File: src/rtl/div_iter.sv
// Radix-2 restoring divider for the EX stage: one quotient bit per clock, with
// divide-by-zero short cut, flush annulment and a stall request while busy.
module div_iter #(
  parameter int WIDTH     = 32,
  parameter bit SIGNED_EN = 1'b1
) (
  input  logic                 clk,
  input  logic                 rst,
  input  logic                 start_i,
  input  logic                 annul_i,
  input  logic                 signed_div_i,
  input  logic [WIDTH-1:0]     opdata1_i,
  input  logic [WIDTH-1:0]     opdata2_i,
  output logic [2*WIDTH-1:0]   result_o,
  output logic                 ready_o,
  output logic                 busy_o,
  output logic [1:0]           state_dbg
);

  localparam int CW = $clog2(WIDTH + 1);

  typedef enum logic [1:0] {IDLE = 2'd0, DZERO = 2'd1, CALC = 2'd2, DONE = 2'd3} state_t;

  state_t             state, state_nx;
  logic [CW-1:0]      cnt, cnt_nx;
  logic [WIDTH-1:0]   rem, rem_nx;
  logic [WIDTH-1:0]   dvd, dvd_nx;
  logic [WIDTH-1:0]   dsr, dsr_nx;
  logic               sign_q, sign_q_nx;
  logic               sign_r, sign_r_nx;
  logic [2*WIDTH-1:0] result_nx;
  logic               ready_nx;

  logic               s1, s2;
  logic [WIDTH-1:0]   abs1, abs2;
  logic [WIDTH-1:0]   rem_sh, trial, rem_it;
  logic               q_bit;

  assign s1   = SIGNED_EN && signed_div_i && opdata1_i[WIDTH-1];
  assign s2   = SIGNED_EN && signed_div_i && opdata2_i[WIDTH-1];
  assign abs1 = s1 ? -opdata1_i : opdata1_i;
  assign abs2 = s2 ? -opdata2_i : opdata2_i;

  // The shifted-out remainder MSB stands in for bit WIDTH of the WIDTH+1 bit
  // trial subtract: when it is set the shifted value already exceeds the divisor,
  // and the true difference is below the divisor, so the low WIDTH bits are exact.
  assign rem_sh = {rem[WIDTH-2:0], dvd[WIDTH-1]};
  assign q_bit  = rem[WIDTH-1] | (rem_sh >= dsr);
  assign trial  = rem_sh - dsr;
  assign rem_it = q_bit ? trial : rem_sh;

  // Handshake: ready_o is the valid flag for result_o; it stays up while
  // start_i is held, and dropping start_i acts as the consumer's acknowledge.
  assign busy_o    = (state == CALC) || (state == DZERO);
  assign state_dbg = state;

  always_comb begin
    state_nx  = state;
    cnt_nx    = cnt;
    rem_nx    = rem;
    dvd_nx    = dvd;
    dsr_nx    = dsr;
    sign_q_nx = sign_q;
    sign_r_nx = sign_r;
    result_nx = result_o;
    ready_nx  = ready_o;
    case (state)
      IDLE: begin
        if (start_i && !annul_i) begin
          if (opdata2_i != '0) begin
            state_nx  = CALC;
            cnt_nx    = '0;
            rem_nx    = '0;
            dvd_nx    = abs1;
            dsr_nx    = abs2;
            sign_q_nx = s1 ^ s2;
            sign_r_nx = s1;
          end else begin
            state_nx = DZERO;
          end
        end
      end
      DZERO: begin
        if (annul_i) begin
          state_nx  = IDLE;
          ready_nx  = 1'b0;
          result_nx = '0;
        end else begin
          state_nx  = DONE;
          ready_nx  = 1'b1;
          result_nx = '0;
        end
      end
      CALC: begin
        if (annul_i) begin
          state_nx  = IDLE;
          ready_nx  = 1'b0;
          result_nx = '0;
        end else if (cnt == CW'(WIDTH)) begin
          state_nx  = DONE;
          ready_nx  = 1'b1;
          result_nx = {(sign_r ? -rem : rem), (sign_q ? -dvd : dvd)};
        end else begin
          rem_nx = rem_it;
          dvd_nx = {dvd[WIDTH-2:0], q_bit};
          cnt_nx = cnt + 1'b1;
        end
      end
      DONE: begin
        if (annul_i || !start_i) begin
          state_nx  = IDLE;
          ready_nx  = 1'b0;
          result_nx = '0;
        end
      end
      default: state_nx = IDLE;
    endcase
  end

  always_ff @(posedge clk) begin
    if (rst) begin
      state    <= IDLE;
      cnt      <= '0;
      rem      <= '0;
      dvd      <= '0;
      dsr      <= '0;
      sign_q   <= 1'b0;
      sign_r   <= 1'b0;
      result_o <= '0;
      ready_o  <= 1'b0;
    end else begin
      state    <= state_nx;
      cnt      <= cnt_nx;
      rem      <= rem_nx;
      dvd      <= dvd_nx;
      dsr      <= dsr_nx;
      sign_q   <= sign_q_nx;
      sign_r   <= sign_r_nx;
      result_o <= result_nx;
      ready_o  <= ready_nx;
    end
  end

endmodule
File: config.mk
export PLATFORM = sky130hd
export DESIGN_NAME = div_iter
export DESIGN_NICKNAME = d
export VERILOG_FILES = /design/src/rtl/div_iter.sv
export SDC_FILE = /design/constraint.sdc
export NUM_CORES = 1
export LEC_CHECK = 0
export ABC_AREA = 0
export BUFFER_PORTS_ARGS = -buffer_cell sky130_fd_sc_hd__buf_4
export CAP_MARGIN = 5
export CORE_ASPECT_RATIO = 1.1
export CORE_UTILIZATION = 55
export DETAILED_ROUTE_END_ITERATION = 12
export PLACE_DENSITY = 0.87
export SLEW_MARGIN = 20
export SYNTH_ARGS = -nofsm -noshare
export SYNTH_HDL_FRONTEND = slang
export SYNTH_SLANG_ARGS = --single-unit
File: constraint.sdc
create_clock -name clk -period 4.04 [get_ports clk]
set_clock_uncertainty 0.15 [all_clocks]
set_input_delay 0.202 -clock clk [delete_from_list [all_inputs] [get_ports clk]]
set_output_delay 0.202 -clock clk [all_outputs]
set_load 0.01 [all_outputs]
==> key figures, run 1 <==
Critical path
  • Critical setup path kind: input pin to flip-flop
  • Maximum single-stage delay on the critical path: 670 ps
  • Worst setup path startpoint: opdata2_i[24]
  • Ordered cell list for the critical path: dlygate4sd3_1 > buf_4 > or4_1 > or4_1 > nor2_1 > and4_1 > o21ai_0 > nand2_1 > nor3_1 > a21oi_1 > o21ai_0
  • Worst flop-to-flop path startpoint: dvd[31]$_SDFFE_PP0P_
  • Critical Path Slowest Stage Cell: nand2_1
  • Crit start category: input pin
  • Type of element capturing the critical path: flip-flop
  • Signal arrival time at the worst endpoint: 3630 ps
  • Crit path required time: 4210 ps
  • Maximum fanout encountered on the critical timing path: 26

Finish
  • Post-route insts no fill: 1827
  • Core occupancy in the finished layout: 67.4%
  • Ant diodes: 0
  • Final #Nets: 1678
  • Design Area, Final: 13000 µm²
  • Growth of design area from synthesis to finish: 18.6%
  • Fraction of final layout cells with drive strength greater than 1: 13.2%

Routing
  • Via count: 10791
  • Number of DRC markers in iteration 0: 931
  • Via/cell ratio: 5.91
  • Total wire length: 30400 µm
  • Routed wire length per instance: 16.6 µm
  • Number of search-and-repair iterations in the first detailed-routing pass: 5
  • Drc violations: 0
  • Post-DRT Antenna Nets: 0

Synth
  • Largest area contributor in the netlist: dfxtp_1
  • Count of flip-flops with a built-in enable after synthesis: 0
  • Syn Inst Count: 1447
  • Synthesized area per cell: 7.58 µm²
  • Share of the synthesized area in compound gates (AO/OA/AOI/OAI): 23.4%
  • Yosys top cell area share: 31.2%
  • Post-Synth Simple-Gate Area: 21.4%
  • Dominant combinational cell family by area after synthesis: compound AO/OA/AOI/OAI gates
  • Part of the Yosys area used for sequential elements: 31.2%
  • Async set-reset flop share out of synthesis: 0%
  • Arithmetic-cell share of the synthesized area counting full adders, half adders and majority gates: 4.86%
  • Main synth FF type: dfxtp_1
  • Number of distinct library cell variants in the gate-level netlist after synthesis: 71
  • Synth top area cells: dfxtp_1, xnor2_1, nand2_1
  • Nets in the synthesized netlist: 1558
  • XOR/XNOR share of the synthesized area: 11.9%
  • Number of warning messages in the yosys log: 0
  • Number of synthesized register bits: 171
  • Multiplexer share of the synthesized area: 2.29%
  • Combined area of all synthesized cells: 11000 µm²

CTS
  • Maximum buffer depth of the clock tree: 2
  • Number of sinks driven by the clock tree: 171
  • Post-CTS sizing: 0
  • TritonCTS buffer count: 17
  • Clock insertion delay at the later pin of the skew report: 440 ps
  • Count of H-tree levels built during CTS: 4
  • Post-CTS setup buffer count: 0
  • TritonCTS clock tree: yes
  • CTS Root Buffer Type: clkbuf_16
  • Register clock-pin slew on the reported worst setup and hold paths: 70 ps

Min path
  • Beginning of the worst hold path: opdata2_i[9]
  • Min-Delay Path Class: input pin to flip-flop

Global route
  • Overall routing resource usage: 29.6%
  • Gr ovfl total: 0
  • Number of antenna violations at the first check in global routing: 0
  • Global-route wire length before repair: 48400 µm
  • Pin count of the biggest net entering global routing: 71
  • Via count of the first global-routing pass: 9713

Timing
  • Final Setup Violations: 0
  • Transition time at the pin with the least slew margin: 1060 ps
  • Highest Clock Rate: 289 MHz
  • Hold slack final: 13.5 ps
  • Minimum clock period: 3460 ps
  • Unrepaired setup endpoints after global routing: no
  • Count of endpoints failing hold in the final timing report: 0
  • Final count of pins violating max slew: 0
  • Final critical-path share of the clock period: 85.6%
  • Relative max-transition margin: 29.5%
  • Final-layout setup total negative slack: 0 ps
  • Post-route setup slack: 580 ps

Power and ir drop
  • Power density normalized to cell area: 562 nW/µm²
  • VDD IR max: 377 µV
  • Power, Total: 7.31 mW
  • Leakage power of the design: 5.24 nW

Job
  • Maximum capacitance violations: 0

Run status
  • Run status: finished clean

Die
  • Total number of placement rows: 53
  • Top Ports: 137
  • Initial core utilization: 56.8%
  • Overall die width: 137 µm
  • Core box area: 19300 µm²
  • Overall die area: 20500 µm²
  • Die height: 150 µm

Placement
  • Standard cell area after detailed placement: 12100 µm²
  • Placed Cells incl. Taps: 1768
  • Routability-driven placement congestion ratio: 1.05
  • Number of buffers added on ports: 136
  • Placed wire-length estimate: 22600 µm
  • Worst Setup Slack post-DPL: 686 ps
cell usage after synthesis, drive strengths merged, types with 4 or more instances:
cell and instances:
a211oi 36, a21o 15, a21oi 120, a22o 21
a22oi 21, a31oi 9, and2 4, and3 7
and4 4, buf 10, clkbuf 66, dfxtp 171
ha 41, inv 62, mux2i 24, nand2 193
nand2b 11, nand3 17, nand4 9, nor2 163
nor2b 5, nor3 43, nor4 14, nor4b 4
o211ai 9, o21a 8, o21ai 113, o21bai 5
o31ai 18, o41ai 11, or2 4, or3 7
or4 16, xnor2 83, xor2 66
logic make-up (layout without fill, tap and decap cells):
family | count (synthesis) | in the layout
AOI/OAI and AO/OA | 409 | 409
adders and majority gates | 42 | 42
DFF | 171 | 171
buffers and inverters | 140 | 273
xor gates and xnor gates | 149 | 149
and+or+nand+nor | 511 | 511
muxes | 25 | 25
where the power goes:
| group | leakage (nW) | internal, mW | switching [mW] | total [mW] |
|---|---|---|---|---|
| clock | 0.286 | 0.899 | 0.724 | 1.62 |
| combinational | 3.57 | 1.34 | 2.23 | 3.57 |
| sequential | 1.39 | 1.87 | 0.246 | 2.12 |
| total | 5.24 | 4.11 | 3.20 | 7.31 |
worst max-delay path, delay by kind of cell:
family	cells	cell delay [ps]
buffers and inverters	2	700
AO/OA/AOI/OAI	3	490
AND/OR/NAND/NOR	6	2220
repair_timing:
item | in CTS | in global routing
endpoints found under the setup margin | 0 | 0
hold buffers | 27 | 0
endpoints found under the hold margin | 27 | 0
layer usage:
metal / wire length [µm] / global-route usage (%) / part of all wire, % / vias to the layer above
met1: 13700 / 41.7 / 45 / 4977
met2: 13400 / 44.9 / 44 / 426
met5: 0 / 0 / 0 / -
li1: - / - / - / 5343
met4: 710 / 10.7 / 2.3 / 0
met3: 2530 / 5.35 / 8.3 / 45
state kept, by name (all words and copies together), names as in the netlist, 2 cells and up:
name       flops
dsr           32
result_o      64
dvd           32
state_dbg      2
cnt            6
rem           32
worst paths after layout:
check	to	slack, ps	cells past startpoint
worst min-delay path	dsr[9]$_SDFFE_PP0P_	10	3
worst max-delay path	rem[20]$_SDFFE_PP0P_	580	11
worst min register to register	result_o[59]$_SDFFE_PP0P_	330	1
worst max register to register	rem[22]$_SDFFE_PP0P_	640	12
cell type report:
cell class / instances / area (µm²)
Fill cell: 1598 / 6290
Multi-Input combinational cell: 1136 / 7030
Clock buffer: 20 / 457
Inverter: 63 / 236
Sequential cell: 171 / 3420
Timing Repair Buffer: 178 / 1420
Clock inverter: 12 / 131
Tap cell: 247 / 309
cells in the final DEF (no fill, tap or decap), drive strengths merged, types with 5 or more instances in the layout:
cell type / netlist / final
nand2: 193 / 193
dfxtp: 171 / 171
nor2: 163 / 163
buf: 10 / 151
a21oi: 120 / 120
o21ai: 113 / 113
xnor2: 83 / 83
xor2: 66 / 66
inv: 62 / 66
nor3: 43 / 43
ha: 41 / 41
a211oi: 36 / 36
dlygate4sd3: 0 / 27
mux2i: 24 / 24
a22oi: 21 / 21
a22o: 21 / 21
clkbuf: 66 / 20
o31ai: 18 / 18
nand3: 17 / 17
or4: 16 / 16
a21o: 15 / 15
nor4: 14 / 14
nand2b: 11 / 11
o41ai: 11 / 11
nand4: 9 / 9
o211ai: 9 / 9
a31oi: 9 / 9
o21a: 8 / 8
and3: 7 / 7
or3: 7 / 7
clkinv: 1 / 7
o21bai: 5 / 5
nor2b: 5 / 5
No activity file was read; power rests on OpenSTA's default activity.
==> inputs of run 2 (changes only) <==
--- a/config.mk
+++ b/config.mk
@@ -11,8 +11,7 @@
 export CORE_ASPECT_RATIO = 1.1
 export CORE_UTILIZATION = 55
 export DETAILED_ROUTE_END_ITERATION = 12
-export PLACE_DENSITY = 0.87
-export SLEW_MARGIN = 20
+export PLACE_DENSITY = 0.76
 export SYNTH_ARGS = -nofsm -noshare
 export SYNTH_HDL_FRONTEND = slang
 export SYNTH_SLANG_ARGS = --single-unit
==> run 2 against run 1 <==
Die area is the same. Critical path depth grew 1. Cell area up 0.43%. Wire length grew 6.8%. First-iteration DRC count shrank 0.32%. Critical endpoint is now rem[26]$_SDFFE_PP0P_. Via count rose by 0.71%. Global-route usage increased by 2.3 points. Sequential power about the same. Hold slack improved by 6.8 ps.
==> key figures, run 2 (synthesis results as in run 1) <==
CTS
  • Register clock-pin slew on the reported worst setup and hold paths: 70 ps (about the same)
  • CTS Root Buffer Type: clkbuf_16 (unchanged)
  • Maximum buffer depth of the clock tree: 2 (unchanged)
  • Post-CTS sizing: 0 (unchanged)
  • TritonCTS buffer count: 17 (unchanged)
  • Clock insertion delay at the later pin of the skew report: 440 ps (about the same)
  • Number of sinks driven by the clock tree: 171 (unchanged)
  • Count of H-tree levels built during CTS: 4 (unchanged)
  • TritonCTS clock tree: yes (unchanged)

Routing
  • Number of search-and-repair iterations in the first detailed-routing pass: 5 (unchanged)
  • Drc violations: 0 (unchanged)
  • Met3 layer wire length in the routed design: 1820 µm (was 2530 µm)
  • Routed wire length per instance: 17.7 µm (was 16.6 µm)
  • Top layer reached by signal wires: met4 (unchanged)
  • Post-DRT Antenna Nets: 0 (unchanged)
  • Number of DRC markers in iteration 0: 928 (was 931)
  • Via count: 10868 (was 10791)
  • Met2 routed WL: 15600 µm (was 13400 µm)
  • Post-Route M1 WL: 13600 µm (was 13700 µm)
  • Via/cell ratio: 5.93 (was 5.91)
  • Total wire length: 32500 µm (was 30400 µm)

Finish
  • Area taken by multi-input logic gates: 7030 µm² (unchanged)
  • Final #Nets: 1684 (was 1678)
  • Core occupancy in the finished layout: 67.7% (was 67.4%)
  • Growth of design area from synthesis to finish: 19.2% (was 18.6%)
  • Leading cell type in the layout, fill and taps excluded: nand2_1 (unchanged)
  • Flip-flop count of the largest register after layout: 64 (unchanged)
  • Ant diodes: 0 (unchanged)
  • Fraction of final layout cells with drive strength greater than 1: 13.7% (was 13.2%)
  • Flip-flop and latch area: 3420 µm² (unchanged)
  • Number of fill cells in the layout: 1630 (was 1598)
  • Most used cells in the layout excluding fill and tap cells: nand2_1, dfxtp_1, nor2_1 (unchanged)
  • Register containing the most flip-flops in the final layout: result_o (unchanged)

Power and ir drop
  • Leakage power of the design: 5.29 nW (was 5.24 nW)
  • Power density normalized to cell area: 569 nW/µm² (was 562 nW/µm²)
  • VDD IR max: 339 µV (was 377 µV)

Critical path
  • Critical setup path kind: flip-flop to flip-flop (was input pin to flip-flop)
  • Critical Path Slowest Stage Cell: a31o_2 (was nand2_1)
  • Count of buffering cells on the critical path with inverters included: 2 (unchanged)
  • Maximum single-stage delay on the critical path: 580 ps (was 670 ps)
  • Crit path required time: 4180 ps (was 4210 ps)
  • Ordered cell list for the critical path: inv_1 > ha_1 > fa_1 > nand2b_1 > a21oi_1 > a2bb2oi_1 > o2111ai_1 > nand3_1 > a31o_2 > buf_4 > mux2i_1 > o22ai_1 (was dlygate4sd3_1 > buf_4 > or4_1 > or4_1 > nor2_1 > and4_1 > o21ai_0 > nand2_1 > nor3_1 > a21oi_1 > o21ai_0)
  • Maximum fanout encountered on the critical timing path: 27 (was 26)
  • Type of element capturing the critical path: flip-flop (unchanged)
  • Crit-path leading delay family: compound AO/OA/AOI/OAI gates (was simple AND/OR/NAND/NOR gates)
  • Crit start category: flip-flop (was input pin)
  • Signal arrival time at the worst endpoint: 3690 ps (was 3630 ps)

Timing
  • Minimum clock period: 3550 ps (was 3460 ps)
  • Unrepaired setup endpoints after global routing: no (unchanged)
  • Relative max-transition margin: 28.6% (was 29.5%)
  • Final critical-path share of the clock period: 87.9% (was 85.6%)
  • Transition time at the pin with the least slew margin: 1070 ps (was 1060 ps)
  • Highest Clock Rate: 282 MHz (was 289 MHz)
  • Count of endpoints failing hold in the final timing report: 0 (unchanged)
  • Final-layout setup total negative slack: 0 ps (unchanged)
  • Final Setup Violations: 0 (unchanged)
  • Final count of pins violating max slew: 0 (unchanged)

Global route
  • Global-route wire length before repair: 51100 µm (was 48400 µm)
  • Via count of the first global-routing pass: 9893 (was 9713)
  • Gr ovfl total: 0 (unchanged)
  • Pin count of the biggest net entering global routing: 67 (was 71)
  • Overall routing resource usage: 32.0% (was 29.6%)
  • Number of antenna violations at the first check in global routing: 0 (unchanged)

Die
  • Overall die area: 20500 µm² (unchanged)
  • Die height: 150 µm (unchanged)
  • Total number of placement rows: 53 (unchanged)
  • Core box area: 19300 µm² (unchanged)
  • Overall die width: 137 µm (unchanged)
  • Initial core utilization: 56.8% (unchanged)
  • Top Ports: 137 (unchanged)

Run status
  • Run status: finished clean (unchanged)

Placement
  • Number of buffers added on ports: 136 (unchanged)
  • Placed wire-length estimate: 24400 µm (was 22600 µm)
  • Routability-driven placement congestion ratio: 0.954 (was 1.05)

Job
  • Maximum capacitance violations: 0 (unchanged)

Min path
  • Min-Delay Path Class: input pin to flip-flop (unchanged)
[run 2: area by class of cell]
type                            instances  share of cell area (%)
Clock inverter                         15                    1.47
Clock buffer                           17                    3.26
Inverter                               63                    1.81
Multi-Input combinational cell       1136                    53.8
Timing Repair Buffer                  184                    11.1
Tap cell                              247                    2.37
Sequential cell                       171                    26.2
[run 2: routing by layer]
metal / track usage [%] / vias to the layer above
met4: 15.4 / 0
met2: 53.9 / 366
li1: - / 5350
met3: 4.57 / 69
met1: 39.7 / 5083
met5: 0 / -
[run 2: path summary, 6_finish.rpt]
kind | from | end | slack, ps | depth (start not counted)
min | opdata2_i[13] | dsr[13]$_SDFFE_PP0P_ | 20 | 3
max | dvd[31]$_SDFFE_PP0P_ | rem[26]$_SDFFE_PP0P_ | 490 | 12
min reg2reg | result_o[30]$_SDFFE_PP0P_ | result_o[30]$_SDFFE_PP0P_ | 330 | 1
max reg2reg | dvd[31]$_SDFFE_PP0P_ | rem[26]$_SDFFE_PP0P_ | 490 | 12
[run 2: where the power goes]
part | internal, mW | switching [mW]
logic | 1.34 | 2.26
registers | 1.87 | 0.239
clock network | 0.948 | 0.778
total | 4.15 | 3.28
[run 2: worst min-delay path, cell delays in order]
cell and delay, ps:
buf_4 110, xor2_1 160, a211oi_1 80
[run 2: repair_timing]
action / in CTS / in global routing
buffers inserted: 0 / 0
endpoints found under the hold margin: 25 / 0
hold buffers: 25 / 0
[run 2: stage by stage]
stage          setup WS [ps]  hold slack [ps]  power (mW)  area [µm²]  instances
5_1_grt                  217             30.9        7.90       13100       1833
3_3_place_gp             659              314        5.63       12200       1776
2_1_floorplan            838              199        4.71       11000       1447
6_report                 489             20.3        7.43       13100       1833
3_5_place_dp             571              319        5.66       12200       1776
4_1_cts                  521             12.1        7.40       13100       1833
